### src/rtl/aos_sr_read_sequencer_if.sv
// aos_sr_read_sequencer_if: SoftReg bundle between the host port, the read sequencer and the route tree
//   host_req         host -> sequencer request {valid, is_write, addr, data}
//   host_resp        sequencer -> host response {valid, data}
//   tree_req         sequencer -> request route tree
//   tree_resp        response route tree -> sequencer
//   clear_status     pulse that clears the sticky status outputs
//   overflow, timeout_app_mask, late_resp_count  sticky status from the sequencer
interface aos_sr_read_sequencer_if #(
    parameter int SR_NUM_APPS = 2
);
    typedef struct packed {
        logic        valid;
        logic        is_write;
        logic [31:0] addr;
        logic [63:0] data;
    } sr_req_t;
    typedef struct packed {
        logic        valid;
        logic [63:0] data;
    } sr_resp_t;
    sr_req_t                host_req;
    sr_resp_t               host_resp;
    sr_req_t                tree_req;
    sr_resp_t               tree_resp;
    logic                   clear_status;
    logic                   overflow;
    logic [SR_NUM_APPS-1:0] timeout_app_mask;
    logic [15:0]            late_resp_count;
    modport slave (
        input  host_req, tree_resp, clear_status,
        output host_resp, tree_req, overflow, timeout_app_mask, late_resp_count
    );
    modport master (
        output host_req, tree_resp, clear_status,
        input  host_resp, tree_req, overflow, timeout_app_mask, late_resp_count
    );
endinterface

### src/rtl/aos_sr_read_sequencer.sv
// aos_sr_read_sequencer: serialises host SoftReg reads (one outstanding), buffers requests, times out silent apps
//   clk  user clock
//   rst  asynchronous active-high reset
//   sr   slave side of aos_sr_read_sequencer_if: host_req/host_resp, tree_req/tree_resp,
//        clear_status and the sticky overflow / timeout_app_mask / late_resp_count status
module aos_sr_read_sequencer #(
    parameter int          SR_NUM_APPS    = 2,
    parameter int          FIFO_LOG_DEPTH = 3,
    parameter int          TIMEOUT_CYCLES = 1024,
    parameter logic [63:0] TIMEOUT_DATA   = 64'hDEAD_DEAD_DEAD_DEAD
) (
    input logic                     clk,
    input logic                     rst,
    aos_sr_read_sequencer_if.slave  sr
);
    localparam int DEPTH = 1 << FIFO_LOG_DEPTH;
    localparam int TW = $clog2(TIMEOUT_CYCLES);
    localparam logic [TW-1:0] T_LAST = TW'(TIMEOUT_CYCLES - 1);
    typedef enum logic {S_IDLE, S_WAIT} state_t;
    state_t                  r_state, w_next;
    logic [FIFO_LOG_DEPTH:0] r_wp, r_rp;
    logic                    r_mem_wr   [DEPTH];
    logic [31:0]             r_mem_addr [DEPTH];
    logic [63:0]             r_mem_data [DEPTH];
    logic [TW-1:0]           r_timer;
    logic [3:0]              r_app;
    logic                    r_tv, r_tw, r_rv, r_overflow;
    logic [31:0]             r_ta;
    logic [63:0]             r_td, r_rd;
    logic [SR_NUM_APPS-1:0]  r_mask;
    logic [15:0]             r_late;
    logic                    w_empty, w_full, w_push, w_head_wr, w_mapped;
    logic [31:0]             w_head_addr;
    logic [63:0]             w_head_data;
    logic [3:0]              w_head_app;
    logic                    w_pop, w_issue, w_resp_v, w_timeout, w_late;
    logic [63:0]             w_resp_d;
    logic [SR_NUM_APPS-1:0]  w_mask_set;
    // extra pointer bit distinguishes full from empty when the indices match
    assign w_empty     = r_wp == r_rp;
    assign w_full      = (r_wp[FIFO_LOG_DEPTH] != r_rp[FIFO_LOG_DEPTH]) &&
                         (r_wp[FIFO_LOG_DEPTH-1:0] == r_rp[FIFO_LOG_DEPTH-1:0]);
    assign w_push      = sr.host_req.valid && !w_full;
    assign w_head_wr   = r_mem_wr[r_rp[FIFO_LOG_DEPTH-1:0]];
    assign w_head_addr = r_mem_addr[r_rp[FIFO_LOG_DEPTH-1:0]];
    assign w_head_data = r_mem_data[r_rp[FIFO_LOG_DEPTH-1:0]];
    assign w_head_app  = w_head_addr[6:3];
    assign w_mapped    = {1'b0, w_head_app} < 5'(SR_NUM_APPS);
    assign w_mask_set  = w_timeout ? (SR_NUM_APPS'(1) << r_app) : '0;
    always_comb begin
        w_next    = r_state;
        w_pop     = 1'b0;
        w_issue   = 1'b0;
        w_resp_v  = 1'b0;
        w_resp_d  = '0;
        w_timeout = 1'b0;
        w_late    = 1'b0;
        if (r_state == S_IDLE) begin
            w_late = sr.tree_resp.valid;
            if (!w_empty) begin
                w_pop    = 1'b1;
                w_issue  = w_mapped;
                w_next   = (w_mapped && !w_head_wr) ? S_WAIT : S_IDLE;
                // unmapped reads are answered locally; unmapped writes vanish
                w_resp_v = !w_mapped && !w_head_wr;
                w_resp_d = w_resp_v ? TIMEOUT_DATA : '0;
            end
        end else if (sr.tree_resp.valid) begin
            // checked before the timer so a response on the last cycle still wins
            w_resp_v = 1'b1;
            w_resp_d = sr.tree_resp.data;
            w_next   = S_IDLE;
        end else if (r_timer == T_LAST) begin
            w_resp_v  = 1'b1;
            w_resp_d  = TIMEOUT_DATA;
            w_timeout = 1'b1;
            w_next    = S_IDLE;
        end
    end
    always_ff @(posedge clk) begin
        if (w_push) begin
            r_mem_wr[r_wp[FIFO_LOG_DEPTH-1:0]]   <= sr.host_req.is_write;
            r_mem_addr[r_wp[FIFO_LOG_DEPTH-1:0]] <= sr.host_req.addr;
            r_mem_data[r_wp[FIFO_LOG_DEPTH-1:0]] <= sr.host_req.data;
        end
    end
    always_ff @(posedge clk or posedge rst) begin
        if (rst) begin
            r_state    <= S_IDLE;
            r_wp       <= '0;
            r_rp       <= '0;
            r_timer    <= '0;
            r_app      <= '0;
            r_tv       <= 1'b0;
            r_tw       <= 1'b0;
            r_ta       <= '0;
            r_td       <= '0;
            r_rv       <= 1'b0;
            r_rd       <= '0;
            r_overflow <= 1'b0;
            r_mask     <= '0;
            r_late     <= '0;
        end else begin
            r_state    <= w_next;
            r_wp       <= w_push ? r_wp + 1'b1 : r_wp;
            r_rp       <= w_pop ? r_rp + 1'b1 : r_rp;
            r_timer    <= w_pop ? '0 : (r_state == S_WAIT) ? r_timer + 1'b1 : r_timer;
            r_app      <= w_pop ? w_head_app : r_app;
            r_tv       <= w_issue;
            r_tw       <= w_issue && w_head_wr;
            r_ta       <= w_issue ? w_head_addr : '0;
            r_td       <= w_issue ? w_head_data : '0;
            r_rv       <= w_resp_v;
            r_rd       <= w_resp_d;
            // a new event in the clearing cycle survives the clear
            r_overflow <= (sr.host_req.valid && w_full) || (r_overflow && !sr.clear_status);
            r_mask     <= (sr.clear_status ? '0 : r_mask) | w_mask_set;
            if (w_late)
                r_late <= sr.clear_status ? 16'd1 : (r_late == 16'hFFFF) ? r_late : r_late + 16'd1;
            else if (sr.clear_status)
                r_late <= '0;
        end
    end
    assign sr.tree_req         = {r_tv, r_tw, r_ta, r_td};
    assign sr.host_resp        = {r_rv, r_rd};
    assign sr.overflow         = r_overflow;
    assign sr.timeout_app_mask = r_mask;
    assign sr.late_resp_count  = r_late;
endmodule
### src/flat_wrapper.sv
// flat-port wrapper written by rule: the top's interface ports become plain ports
module aos_sr_read_sequencer_flat 
#(
    parameter int          SR_NUM_APPS    = 2,
    parameter int          FIFO_LOG_DEPTH = 3,
    parameter int          TIMEOUT_CYCLES = 1024,
    parameter logic [63:0] TIMEOUT_DATA   = 64'hDEAD_DEAD_DEAD_DEAD
)
  (clk, rst, sr_host_req, sr_tree_resp, sr_clear_status, sr_host_resp, sr_tree_req, sr_overflow, sr_timeout_app_mask, sr_late_resp_count);
  aos_sr_read_sequencer_if #(.SR_NUM_APPS(SR_NUM_APPS)) sr_i ();
  input logic clk;
  input logic rst;
  input wire logic [$bits(sr_i.host_req)-1:0] sr_host_req;
  input wire logic [$bits(sr_i.tree_resp)-1:0] sr_tree_resp;
  input wire logic [$bits(sr_i.clear_status)-1:0] sr_clear_status;
  output wire logic [$bits(sr_i.host_resp)-1:0] sr_host_resp;
  output wire logic [$bits(sr_i.tree_req)-1:0] sr_tree_req;
  output wire logic [$bits(sr_i.overflow)-1:0] sr_overflow;
  output wire logic [$bits(sr_i.timeout_app_mask)-1:0] sr_timeout_app_mask;
  output wire logic [$bits(sr_i.late_resp_count)-1:0] sr_late_resp_count;
  assign sr_i.host_req = sr_host_req;
  assign sr_i.tree_resp = sr_tree_resp;
  assign sr_i.clear_status = sr_clear_status;
  assign sr_host_resp = sr_i.host_resp;
  assign sr_tree_req = sr_i.tree_req;
  assign sr_overflow = sr_i.overflow;
  assign sr_timeout_app_mask = sr_i.timeout_app_mask;
  assign sr_late_resp_count = sr_i.late_resp_count;
  aos_sr_read_sequencer #(.SR_NUM_APPS(SR_NUM_APPS), .FIFO_LOG_DEPTH(FIFO_LOG_DEPTH), .TIMEOUT_CYCLES(TIMEOUT_CYCLES), .TIMEOUT_DATA(TIMEOUT_DATA)) u_core (.clk(clk), .rst(rst), .sr(sr_i));
endmodule
### config.mk
export PLATFORM = sky130hd
export DESIGN_NAME = aos_sr_read_sequencer_flat
export DESIGN_NICKNAME = d
export VERILOG_FILES = /design/src/rtl/aos_sr_read_sequencer_if.sv /design/src/rtl/aos_sr_read_sequencer.sv /design/src/flat_wrapper.sv
export SDC_FILE = /design/constraint.sdc
export NUM_CORES = 1
export LEC_CHECK = 0
export BUFFER_PORTS_ARGS = -buffer_cell sky130_fd_sc_hd__buf_2
export CAP_MARGIN = 20
export CORE_ASPECT_RATIO = 1.4
export CORE_MARGIN = 2
export CORE_UTILIZATION = 52
export CTS_CLUSTER_DIAMETER = 40
export DETAILED_ROUTE_END_ITERATION = 16
export PLACE_DENSITY = 0.79
export SLEW_MARGIN = 20
export SYNTH_ARGS = -nofsm -noshare
export SYNTH_HDL_FRONTEND = slang
export SYNTH_SLANG_ARGS = --single-unit
### constraint.sdc
create_clock -name clk -period 10.18 [get_ports clk]
set_clock_uncertainty 0.1 [all_clocks]
set_input_delay 2.036 -clock clk [delete_from_list [all_inputs] [get_ports clk]]
set_output_delay 2.036 -clock clk [all_outputs]
set_load 0.05 [all_outputs]
==> results.sh <==
export IMPL_finalWeightedCongestion=0.793
export IMPL_rows=114
export IMPL_wl_um=80200
export IMPL_crit_arrival_ps=4420
export IMPL_fin_hold_ws_ps=402
export IMPL_gr_usage_met1=0.270
export IMPL_layout_commonest_cell="edfxtp_1"
export IMPL_crit_path_end_kind="register"
export IMPL_cp_start_kind="register"
export IMPL_fin_cells=3121
export IMPL_wl_per_cell_um=25.7
export IMPL_postRouteAntennaNets=0
export IMPL_pin_count=348
export IMPL_synthFlopType="edfxtp_1"
export IMPL_post_cts_resized=0
export IMPL_timing_final_crit_share=0.418
export IMPL_crit_top_cell="buf_4"
export IMPL_async_flop_share=0.209
export IMPL_via_count=17900
export IMPL_groute_layer_met2_usage=0.388
export IMPL_avgSynthCellArea_um2=21.2
export IMPL_regArea_mm2=0.0284
export IMPL_hold_viol=0
export IMPL_rsz0062_at_grt="false"
export IMPL_vias_per_cell=5.74
export IMPL_synth_compound_area_frac=0.0164
export IMPL_synth_xor_area_frac=0.00558
export IMPL_cts_buffers=97
export IMPL_final_nets=2260
export IMPL_multiInputGateArea_mm2=0.00730
export IMPL_p_leak_nw=15.9
export IMPL_setup_viol=0
export IMPL_hpwlAfterDp_um=44500
export IMPL_dp_cells=2917
export IMPL_grt_pass1_wl_um=118000
export IMPL_cts_tree="yes"
export IMPL_drt_iter0_markers=1506
export IMPL_synth_cell_types=47
export IMPL_status="finished clean"
export IMPL_required_ps=10340
export IMPL_core_area_mm2=0.0689
export IMPL_antenna_found_initial=30
export IMPL_grt_busiest_layer="met2"
export IMPL_synthSimpleGateAreaFrac=0.0270
export IMPL_cts_max_level=3
export IMPL_dieWidth_um=227
export IMPL_areaGrowthSynthToFinish_pct=17.1
export IMPL_grt_max_degree=124
export IMPL_cp_max_fo=67
export IMPL_clk_pin_slew_ps=60
export IMPL_ctsLongestPathBuffers=3
export IMPL_synth_edf_count=776
export IMPL_power_density_mw_per_mm2=313
export IMPL_postSynthCellCount=1701
export IMPL_tightestPinTransition_ps=1130
export IMPL_fmax_mhz=235
export IMPL_critPathKind="register to register"
export IMPL_ys_warn_count=0
export IMPL_grt_usage=0.225
export IMPL_slew_violations=0
export IMPL_cts_hold_buf=0
export IMPL_cts_sink_count=981
export IMPL_synth_top_family_by_area="multiplexers"
export IMPL_crit_family="buffers and inverters"
export IMPL_first_global_vias=19100
export IMPL_ys_seq_elements=981
export IMPL_clk_latency_ps=670
export IMPL_cts_root_buf="clkbuf_16"
export IMPL_ir_drop_mv=0.318
export IMPL_synthAdderAreaFrac=0.00139
export IMPL_io_buffers=347
export IMPL_grtUsageMet3=0.0469
export IMPL_fillCellCount=4630
export IMPL_seq_area_frac_synth=0.787
export IMPL_hp_class="register to register"
export IMPL_final_cell_mix="776 x edfxtp_1, 347 x buf_2, 202 x dfrtp_1"
export IMPL_worst_path_buf_inv=2
export IMPL_cap_violations=0
export IMPL_worstPathCellList="xor2_1, o31ai_1, or2_2, nor2_4, buf_4, buf_4"
export IMPL_dieArea_mm2=0.0716
export IMPL_tns_ps=0
export IMPL_synth_area_mm2=0.0361
export IMPL_die_y_um=316
export IMPL_synthMuxAreaShare=0.150
export IMPL_min_period_ps=4260
export IMPL_dr_pass1_iters=5
export IMPL_worst_path_largest_cell_delay_ps=1100
export IMPL_cts_setup_buffers=0
export IMPL_slew_headroom=0.247
export IMPL_worst_path_max_delay_cell="dfrtp_4"
export IMPL_gr_total_overflow=0
export IMPL_drc=0
export IMPL_drive_gt1_frac=0.348
export IMPL_start_util=0.524
-- layer usage --
layer | vias to the layer above | wire length, um
li1 | 7588 | -
met1 | 9312 | 28800
met2 | 813 | 42100
met3 | 179 | 5810
met4 | 16 | 3390
met5 | - | 95
-- stage by stage --
step	instance area, um^2	setup WS (ps)	util	total power, mW
after floorplan	36100	376	-	8.65
after global placement	38900	5290	0.565	9.57
after detailed placement	38900	5250	0.565	9.71
after CTS	42200	5870	0.613	13.4
after global routing	42300	5710	0.614	13.8
final	42300	5920	0.614	13.2
-- state kept, by name (all words and copies together), names as in the netlist --
| name | cells |
|---|---|
| u_core.r_app | 4 |
| u_core.r_mem_addr | 256 |
| u_core.r_mem_data | 512 |
| u_core.r_mem_wr | 8 |
| u_core.r_rd | 64 |
| u_core.r_rp | 4 |
| u_core.r_rv | 1 |
| u_core.r_state | 1 |
| u_core.r_ta | 32 |
| u_core.r_td | 64 |
| u_core.r_timer | 10 |
| u_core.r_tv | 1 |
| u_core.r_tw | 1 |
| u_core.r_wp | 4 |
| u_core.sr.late_resp_count | 16 |
| u_core.sr.overflow | 1 |
| u_core.sr.timeout_app_mask | 2 |
-- synthesized netlist by cell type, types with 5 or more instances --
cell	instances	area share
nor3_1	5	0.00069
mux2i_1	99	0.027
dfrtp_1	205	0.14
buf_2	27	0.0037
nand4_1	8	0.0014
mux4_2	194	0.12
nand2_1	18	0.0019
and3_1	23	0.0040
a21o_1	44	0.0091
xor2_1	8	0.0019
or3_1	5	0.00087
buf_6	5	0.0016
nor2_1	122	0.013
nand3_1	14	0.0019
xnor2_1	15	0.0036
edfxtp_1	776	0.65
clkbuf_1	37	0.0038
a21oi_1	10	0.0014
inv_1	11	0.0011
buf_1	17	0.0018
o21ai_0	13	0.0018
-- cells by family after synthesis --
group	count (synthesis)
flip-flops	981
multiplexers	297
AND/OR/NAND/NOR	212
buffers and inverters	100
AO/OA/AOI/OAI	83
XOR/XNOR	23
adder cells (fa/ha/maj)	4
other	1
-- report_power, final --
| group | internal [mW] | total (mW) | switching (mW) |
|---|---|---|---|
| sequential | 5.16 | 5.50 | 0.336 |
| combinational | 1.47 | 4.15 | 2.68 |
| clock | 2.05 | 3.60 | 1.56 |
-- final cells by class --
cell class,count,share of cell area
Sequential cell,981,0.672
Timing Repair Buffer,377,0.0476
Multi-Input combinational cell,622,0.173
Clock buffer,119,0.0615
Clock inverter,65,0.0162
Antenna cell,18,0.00106
Inverter,11,0.00115
Tap cell,928,0.0274
-- path summary, 6_finish.rpt --
path	startpoint	to	slack (ps)	cells past startpoint
max in group asynchronous	rst	u_core.r_rp[0]$_DFFE_PP0P_	7040	3
min reg2reg	u_core.r_timer[9]$_DFFE_PP0P_	u_core.r_timer[9]$_DFFE_PP0P_	400	1
min in group asynchronous	rst	u_core.r_rd[46]$_DFF_PP0_	1350	2
max	u_core.r_rp[1]$_DFFE_PP0P_	u_core.r_mem_data[4][26]$_DFFE_PP_	5920	6
min	u_core.r_timer[9]$_DFFE_PP0P_	u_core.r_timer[9]$_DFFE_PP0P_	400	1
max reg2reg	u_core.r_rp[1]$_DFFE_PP0P_	u_core.r_mem_data[4][26]$_DFFE_PP_	5920	6
No activity file was read; power rests on OpenSTA's default activity.
